$ cat config.mk
export PLATFORM = sky130hd
export DESIGN_NAME = aes_spi_target
export DESIGN_NICKNAME = d
export VERILOG_FILES = /design/src/rtl/aes_spi_target.sv
export SDC_FILE = /design/constraint.sdc
export NUM_CORES = 1
export LEC_CHECK = 0
export BUFFER_PORTS_ARGS = -buffer_cell sky130_fd_sc_hd__buf_2
export CORE_AREA = 8 8 267 269
export CTS_CLUSTER_SIZE = 20
export DETAILED_ROUTE_END_ITERATION = 10
export DIE_AREA = 0 0 275 277
export GPL_TIMING_DRIVEN = 0
export PLACE_DENSITY = 0.57
export SLEW_MARGIN = 5
export SYNTH_ARGS = -nofsm -noshare
export SYNTH_HDL_FRONTEND = slang
export SYNTH_SLANG_ARGS = --single-unit
$ cat constraint.sdc
create_clock -name clk -period 31.8 [get_ports clk]
set_input_delay 9.54 -clock clk [delete_from_list [all_inputs] [get_ports clk]]
set_output_delay 9.54 -clock clk [all_outputs]
set_load 0.05 [all_outputs]
$ cat src/rtl/aes_spi_target.sv
// SPI target front end for the AES core: deserializes data+key,
// launches the core, then shifts the 128-bit result back out.
module aes_spi_target #(
    parameter int Nk = 4,
    parameter int Nr = 10
) (
    input  logic            clk,
    input  logic            rst,
    input  logic            cs_n,
    input  logic            sdi,
    output logic            sdo,
    output logic            core_start,
    output logic [127:0]    core_data,
    output logic [Nk*32-1:0] core_key,
    input  logic            core_done,
    input  logic [127:0]    core_result,
    output logic            busy,
    output logic            frame_err
);

    localparam int KB = Nk * 32;
    localparam int FB = 128 + KB;
    localparam logic [8:0] FB_CNT = 9'(FB);

    typedef enum logic [2:0] {
        S_IDLE,
        S_RX,
        S_LAUNCH,
        S_WAIT,
        S_TX,
        S_HOLD
    } state_t;

    state_t        state_q;
    logic [FB-2:0] shift_q;
    logic [FB-1:0] shift_d;
    logic [126:0]  tx_q;
    logic [8:0]    cnt_q;
    logic [8:0]    cnt_d;
    logic          sdo_q;
    logic          start_q;
    logic          busy_q;
    logic          ferr_q;
    logic [127:0]  data_q;
    logic [KB-1:0] key_q;
    logic          abort;

    // Nr only matters to the paired core; the empty block marks odd pairings.
    if (Nr != Nk + 6) begin : g_nr_unpaired
    end

    // The shift register keeps FB-1 bits; the incoming bit completes the frame.
    assign shift_d = {shift_q, sdi};
    assign cnt_d   = cnt_q + 9'd1;
    assign abort   = cs_n && (state_q inside {S_RX, S_LAUNCH, S_WAIT, S_TX});

    always_ff @(posedge clk or posedge rst) begin
        if (rst) begin
            state_q <= S_IDLE;
            shift_q <= '0;
            tx_q    <= '0;
            cnt_q   <= '0;
            sdo_q   <= 1'b0;
            start_q <= 1'b0;
            busy_q  <= 1'b0;
            ferr_q  <= 1'b0;
            data_q  <= '0;
            key_q   <= '0;
        end else begin
            start_q <= 1'b0;
            ferr_q  <= 1'b0;
            if (abort) begin
                state_q <= S_IDLE;
                busy_q  <= 1'b0;
                ferr_q  <= 1'b1;
                sdo_q   <= 1'b0;
                cnt_q   <= '0;
                shift_q <= '0;
            end else begin
                unique case (state_q)
                    S_IDLE: begin
                        if (!cs_n) begin
                            shift_q <= {{(FB-2){1'b0}}, sdi};
                            cnt_q   <= 9'd1;
                            busy_q  <= 1'b1;
                            state_q <= S_RX;
                        end
                    end
                    S_RX: begin
                        shift_q <= shift_d[FB-2:0];
                        cnt_q   <= cnt_d;
                        if (cnt_d == FB_CNT) begin
                            data_q  <= shift_d[FB-1:KB];
                            key_q   <= shift_d[KB-1:0];
                            start_q <= 1'b1;
                            state_q <= S_LAUNCH;
                        end
                    end
                    S_LAUNCH: begin
                        state_q <= S_WAIT;
                    end
                    S_WAIT: begin
                        if (core_done) begin
                            sdo_q   <= core_result[127];
                            tx_q    <= core_result[126:0];
                            cnt_q   <= '0;
                            state_q <= S_TX;
                        end
                    end
                    S_TX: begin
                        tx_q  <= {tx_q[125:0], 1'b0};
                        sdo_q <= tx_q[126];
                        cnt_q <= cnt_d;
                        if (cnt_q == 9'd127) begin
                            sdo_q   <= 1'b0;
                            state_q <= S_HOLD;
                        end
                    end
                    S_HOLD: begin
                        if (cs_n) begin
                            busy_q  <= 1'b0;
                            state_q <= S_IDLE;
                        end
                    end
                    default: state_q <= S_IDLE;
                endcase
            end
        end
    end

    assign sdo        = sdo_q;
    assign core_start = start_q;
    assign core_data  = data_q;
    assign core_key   = key_q;
    assign busy       = busy_q;
    assign frame_err  = ferr_q;

endmodule

==> impl_metrics.py, run 1 <==
metrics = {
    "outcome": {
        "outcome": "finished, final reports clean",
    },
    "yosys": {
        "synthesis.area_um2": 25100,
        "yosysTopAreaCellShare_pct": 65.2,
        "yosysSeqAreaShare_pct": 65.2,
        "synthArstFlopShare_pct": 100,
        "yosys_warnings": 0,
        "ys.flop_type": "dfrtp_1",
        "synth_largest_area_cell": "dfrtp_1",
        "syn_avg_cell_area_um2": 13.0,
        "synth_area_leaders": "dfrtp_1, mux2_1, a22o_1",
        "synth_nets": 2060,
        "syn_inst": 1926,
        "synth_edf_count": 0,
        "yosysUniqueCellTypes": 43,
        "ys_ff_latch": 654,
    },
    "placed_design": {
        "numPortBuffers": 392,
        "dp_cells": 3197,
        "hpwl_um": 44600,
        "gp_congestion": 0.827,
    },
    "routing": {
        "drt_iter0_drc": 1132,
        "drtPass1Iterations": 5,
        "detail-route-antenna-nets": 0,
        "vias": 16953,
        "routed_wl_um": 62600,
        "avgRoutedWirePerCell_um": 18.8,
        "drcViolationCount": 0,
        "avgViaCountPerCell": 5.09,
    },
    "timing": {
        "slew_headroom_pct": 42.0,
        "skew_ns": 0.0202,
        "finalSetupViolCount": 0,
        "fin_crit_ns": 11.29,
        "hold_violations": 0,
        "worst_slew_pin_slew_ns": 0.870,
        "rsz0062_at_grt": "no",
        "fin_crit_sh_pct": 35.5,
        "clock.fmax_mhz": 88.5,
        "drv_slew": 0,
        "hold_slack_ns": 0.483,
    },
    "setup_path": {
        "cp.required_ns": 32.32,
        "crit_top_cell": "clkbuf_1",
        "cp_slowest_cell": "clkbuf_1",
        "reg2reg_from": "state_q[0]",
        "path_cells": "buf_2 -> inv_1 -> a21oi_1 -> nor2_1 -> clkbuf_1 -> clkbuf_1 -> a22o_1",
        "cp_max_fo": 10,
        "arrival_ns": 11.81,
        "crit_path_end_kind": "flip-flop",
        "slowest_delay_ns": 0.62,
        "crit_family": "buffers and inverters",
        "worstSetupStartpointType": "input port",
        "crit_buf_inv": 4,
        "crit_type": "input port to flip-flop",
        "startpoint": "cs_n",
    },
    "power": {
        "power_uw": 1770,
        "ir_drop_v": 0.0000367,
        "p_leak_uw": 0.0160,
        "powerDensity_nw_per_um2": 57.9,
    },
    "clocking": {
        "cts.clk_slew.worst_paths_ns": 0.06,
        "cts_tree": "yes",
        "cts_buffers": 72,
        "cts_post_setup_buffers_inserted": 0,
        "ctsRootBufferMaster": "clkbuf_16",
        "cts_max_level": 3,
        "clock_sinks": 654,
        "cts_hold_buffers": 0,
        "cts_buffer_depth": 3,
        "cts-resized-gates": 0,
        "clock_latency_ns": 0.60,
    },
    "floorplan": {
        "die-area_um2": 76200,
        "fp.dieW_um": 275,
        "fp.coreArea_um2": 66800,
        "row_count": 95,
        "io_pins": 393,
        "die_h_um": 277,
        "initial_utilization_pct": 37.6,
    },
    "cells_and_area": {
        "fill_cells": 6185,
        "register_area_um2": 16400,
        "drive_above_1_share_pct": 23.2,
        "fin_nets": 2532,
        "multi_input_area_um2": 7960,
        "final_cell_count_no_fill": 3329,
        "area_growth_pct": 22.1,
    },
    "grt": {
        "gr-usage-met2_pct": 25.8,
        "busiest_layer": "met2",
        "grt-ovfl-total": 0,
        "grtUsageMet1_pct": 21.7,
        "grt_pass1_vias": 17585,
        "grt_max_degree": 127,
        "antenna_found_initial": 7,
        "track_usage_pct": 16.3,
        "grt_pass1_wl_um": 100000,
        "grtUsageMet3_pct": 4.29,
    },
    "min_path": {
        "hp-start": "core_key[77]",
        "min_path_type": "flip-flop to flip-flop",
    },
    "job": {
        "drv_cap": 0,
    },
}
-- per-stage QoR --
| step | util (%) | setup TNS [ns] | instance area [um^2] | setup WS, ns |
|---|---|---|---|---|
| 6_report | 45.9 | 0 | 30700 | 20.51 |
| 3_5_place_dp | 42.4 | 0 | 28300 | 19.81 |
| 2_1_floorplan | - | 0 | 25100 | 3.93 |
| 5_1_grt | 45.9 | 0 | 30700 | 20.32 |
| 4_1_cts | 45.9 | 0 | 30700 | 20.43 |
| 3_3_place_gp | 42.2 | -1395.91 | 28200 | -2.22 |
-- registers in the layout, indices dropped and copies added, names as in the netlist --
name	cells
busy	1
cnt_q	9
core_data	128
core_key	128
core_start	1
frame_err	1
sdo	1
shift_q	255
state_q	3
tx_q	127
-- power breakdown --
part | total (uW) | switching (uW) | leakage [uW] | internal (uW)
clock network | 814 | 337 | 0.00114 | 477
logic | 93.2 | 64.8 | 0.00605 | 28.4
registers | 867 | 13.0 | 0.00881 | 854
-- cell type report --
type | instances | area share, %
sequential | 654 | 53.4
clock inverter | 18 | 0.567
tap | 873 | 3.56
timing repair buffer | 398 | 6.94
buffer | 147 | 2.47
antenna | 4 | 0.0326
inverter | 6 | 0.0979
multi-input combinational | 1119 | 26.0
clock buffer | 110 | 7.00
-- cells by family (layout without fill, tap and decap cells) --
| family | after synthesis | in the layout | share of synthesized area, % |
|---|---|---|---|
| flops | 654 | 654 | 65.2 |
| simple gates | 435 | 435 | 6.81 |
| compound gates | 419 | 419 | 13.0 |
| mux | 259 | 259 | 11.7 |
| buf+inv | 153 | 679 | 3.11 |
| xor+xnor | 5 | 5 | 0.174 |
| fa+ha+maj | 1 | 1 | 0.0498 |
| other cells | 0 | 4 | 0 |
-- cells in the mapped netlist (2+ instances only) --
cell type,number
a211oi_1,2
a21oi_1,8
nand3_1,6
nand2b_1,5
buf_2,9
nor2_1,143
buf_6,26
nand2_1,268
inv_1,5
clkbuf_1,100
a2111oi_0,2
o21ai_0,15
a22o_1,255
xor2_1,3
and3_1,2
dfrtp_1,654
mux2_1,236
a31oi_1,128
and2_1,2
buf_1,12
mux2_2,22
xnor2_1,2
-- path summary, 6_finish.rpt --
path,end,slack [ns],cells after the start
max,shift_q[231],20.51,7
min,core_key[77],0.48,1
max reg2reg,shift_q[231],28.77,8
min reg2reg,core_key[77],0.48,1
max in group asynchronous,shift_q[212],20.93,5
min in group asynchronous,core_key[38],8.95,2
-- layout by cell type, fill, tap and decap left out, types with 12 or more instances in the layout --
master     Yosys  routed
dfrtp_1      654     654
buf_6         26      26
a22o_1       255     255
o21ai_0       15      15
nand2_1      268     268
mux2_2        22      22
buf_1         12      12
buf_2          9     401
mux2_1       236     236
nor2_1       143     143
clkbuf_1     100     120
clkbuf_8       0      16
a31oi_1      128     128
clkbuf_16      0      74
-- layer usage --
layer / vias to the layer above / part of all wire [%]
met5: - / 0.057
met4: 6 / 2.5
met3: 100 / 6.1
met2: 391 / 47
met1: 8611 / 45
li1: 7845 / -
-- worst reg2reg max path, stage by stage, from the launching register on --
cell	delay, ns
dfrtp_1	0.32
clkbuf_1	0.28
nor2_1	0.18
nand2_1	0.15
a21oi_1	0.08
nor2_1	0.57
clkbuf_1	0.62
clkbuf_1	0.52
a22o_1	0.23
Power figures use the tool's default switching activity.
==> inputs of run 2 (changes only) <==
Clock period 31.8 ns to 11.4 ns, I/O delays scaled along.
==> impl_metrics.py, run 2 (same netlist as run 1, synthesis figures left out) <==
metrics = {
    "power": {
        "p_leak_uw": 0.0162,
        "powerDensity_nw_per_um2": 163,
        "ir_drop_v": 0.0000900,
        "power_uw": 5060,
    },
    "timing": {
        "skew_ns": 0.0161,
        "fin_crit_sh_pct": 44.2,
        "finalSetupViolCount": 0,
        "clock.fmax_mhz": 199,
        "slew_headroom_pct": 45.8,
        "drv_slew": 0,
        "hold_violations": 0,
        "worst_slew_pin_slew_ns": 0.812,
        "rsz0062_at_grt": "no",
        "fin_crit_ns": 5.03,
    },
    "placed_design": {
        "dp_cells": 3209,
        "numPortBuffers": 392,
        "gp_congestion": 0.810,
        "hpwl_um": 45700,
    },
    "setup_path": {
        "path_cells": "buf_2 -> inv_1 -> a21oi_1 -> nor2_1 -> clkbuf_1 -> clkbuf_1 -> a22o_1",
        "worstSetupStartpointType": "input port",
        "reg2reg_from": "state_q[0]",
        "cp_max_fo": 10,
        "crit_path_end_kind": "flip-flop",
        "cp_slowest_cell": "clkbuf_1",
        "cp.required_ns": 11.92,
        "crit_type": "input port to flip-flop",
        "arrival_ns": 5.56,
        "slowest_delay_ns": 0.63,
        "r2r_setup_slack_ns": 8.52,
        "crit_top_cell": "clkbuf_1",
        "rr_worst_depth": 8,
        "reg2reg_to": "shift_q[239]",
    },
    "cells_and_area": {
        "final_common_cell": "dfrtp_1",
        "mostFrequentLayoutCells": "dfrtp_1, buf_2, nand2_1",
        "area_growth_pct": 23.5,
        "fill_cells": 6161,
        "register_area_um2": 16400,
        "finalCoreUtilization_pct": 46.4,
        "largest-register": "shift_q",
        "multi_input_area_um2": 7960,
        "drive_above_1_share_pct": 24.0,
        "fin_nets": 2543,
        "final_cell_count_no_fill": 3343,
        "largest_reg_flops": 255,
    },
    "grt": {
        "track_usage_pct": 16.5,
        "grt-ovfl-total": 0,
        "grt_pass1_vias": 17794,
        "grt_pass1_wl_um": 101000,
        "grt_max_degree": 44,
        "antenna_found_initial": 11,
    },
    "clocking": {
        "clock_latency_ns": 0.60,
        "clock_sinks": 654,
        "cts_max_level": 3,
        "cts_tree": "yes",
        "cts_buffer_depth": 3,
        "cts_post_setup_buffers_inserted": 0,
        "cts-resized-gates": 0,
        "cts.clk_slew.worst_paths_ns": 0.05,
        "cts_buffers": 71,
        "cts_hold_buffers": 0,
        "ctsRootBufferMaster": "clkbuf_16",
    },
    "floorplan": {
        "die_h_um": 277,
        "die-area_um2": 76200,
        "fp.dieW_um": 275,
        "initial_utilization_pct": 37.6,
        "row_count": 95,
        "io_pins": 393,
        "fp.coreArea_um2": 66800,
    },
    "min_path": {
        "worst_hold_path.endpoint": "core_data[126]",
        "hp-start": "core_data[126]",
        "whs_path_depth": 1,
        "min_path_type": "flip-flop to flip-flop",
    },
    "job": {
        "drv_cap": 0,
    },
    "routing": {
        "avgViaCountPerCell": 5.09,
        "routed_wl_um": 63200,
        "drt_iter0_drc": 996,
        "detail-route-antenna-nets": 0,
        "drtPass1Iterations": 5,
        "vias": 17011,
        "drcViolationCount": 0,
        "avgRoutedWirePerCell_um": 18.9,
    },
    "outcome": {
        "outcome": "finished, final reports clean",
    },
}
run 2: changes by cell type in the layout (fill, tap and decap cells not counted):
| cell | change |
|---|---|
| clkbuf_8 | +6 |
| clkbuf_16 | -2 |
| clkbuf_1 | -10 |
| bufinv_16 | +4 |
| diode_2 | +1 |
| inv_8 | -1 |
| clkinv_2 | +3 |
| inv_6 | +1 |
| clkinvlp_4 | +1 |
| buf_12 | +16 |
| buf_16 | -4 |
| clkinv_4 | -1 |
run 2: worst max path at each step:
stage,cells past startpoint,slack (ns),end,from
finish,7,6.37,shift_q[239],cs_n
floorplan,1,-0.96,busy,rst
global route,7,6.18,shift_q[239],cs_n
CTS,7,6.26,shift_q[235],cs_n
global placement,2,-4.32,tx_q[65],rst
detailed placement,7,5.62,shift_q[235],cs_n
run 2: power by group:
group	internal, uW	switching, uW
Sequential	2380	36.7
Clock	1430	943
Combinational	86.5	182
Total	3900	1160
run 2: cell type report:
type | count | share of cell area [%]
clock buffers | 104 | 6.91
diodes | 5 | 0.0404
repair buffers | 410 | 7.54
clock inverters | 25 | 0.997
inverters | 6 | 0.0847
well taps | 873 | 3.52
plain buffers | 147 | 2.45
flip-flops and latches | 654 | 52.8
multi-input cells | 1119 | 25.7
run 2: critical path: cells and delay by family:
family | cells | cell delay [ns]
AO/OA/AOI/OAI | 2 | 0.27
buffers and inverters | 4 | 1.38
AND/OR/NAND/NOR | 1 | 0.49
run 2: routing by layer:
metal	part of all wire, %	global-route usage, %	vias up	wire, um
li1	-	-	7859	-
met1	44	21.5	8634	27700
met2	47	26.4	403	29800
met3	6.4	4.42	103	4050
met4	2.4	5.21	12	1540
met5	0.11	0	-	67
run 2: metrics by stage:
stage / setup TNS [ns] / setup WS (ns) / hold WS (ns) / area (um^2)
2_1_floorplan: -626.89 / -0.959 / 0.459 / 25100
3_3_place_gp: -2749.35 / -4.32 / 0.468 / 28200
3_5_place_dp: 0 / 5.62 / 0.476 / 28500
4_1_cts: 0 / 6.26 / 0.489 / 31000
5_1_grt: 0 / 6.18 / 0.499 / 31000
6_report: 0 / 6.37 / 0.483 / 31000
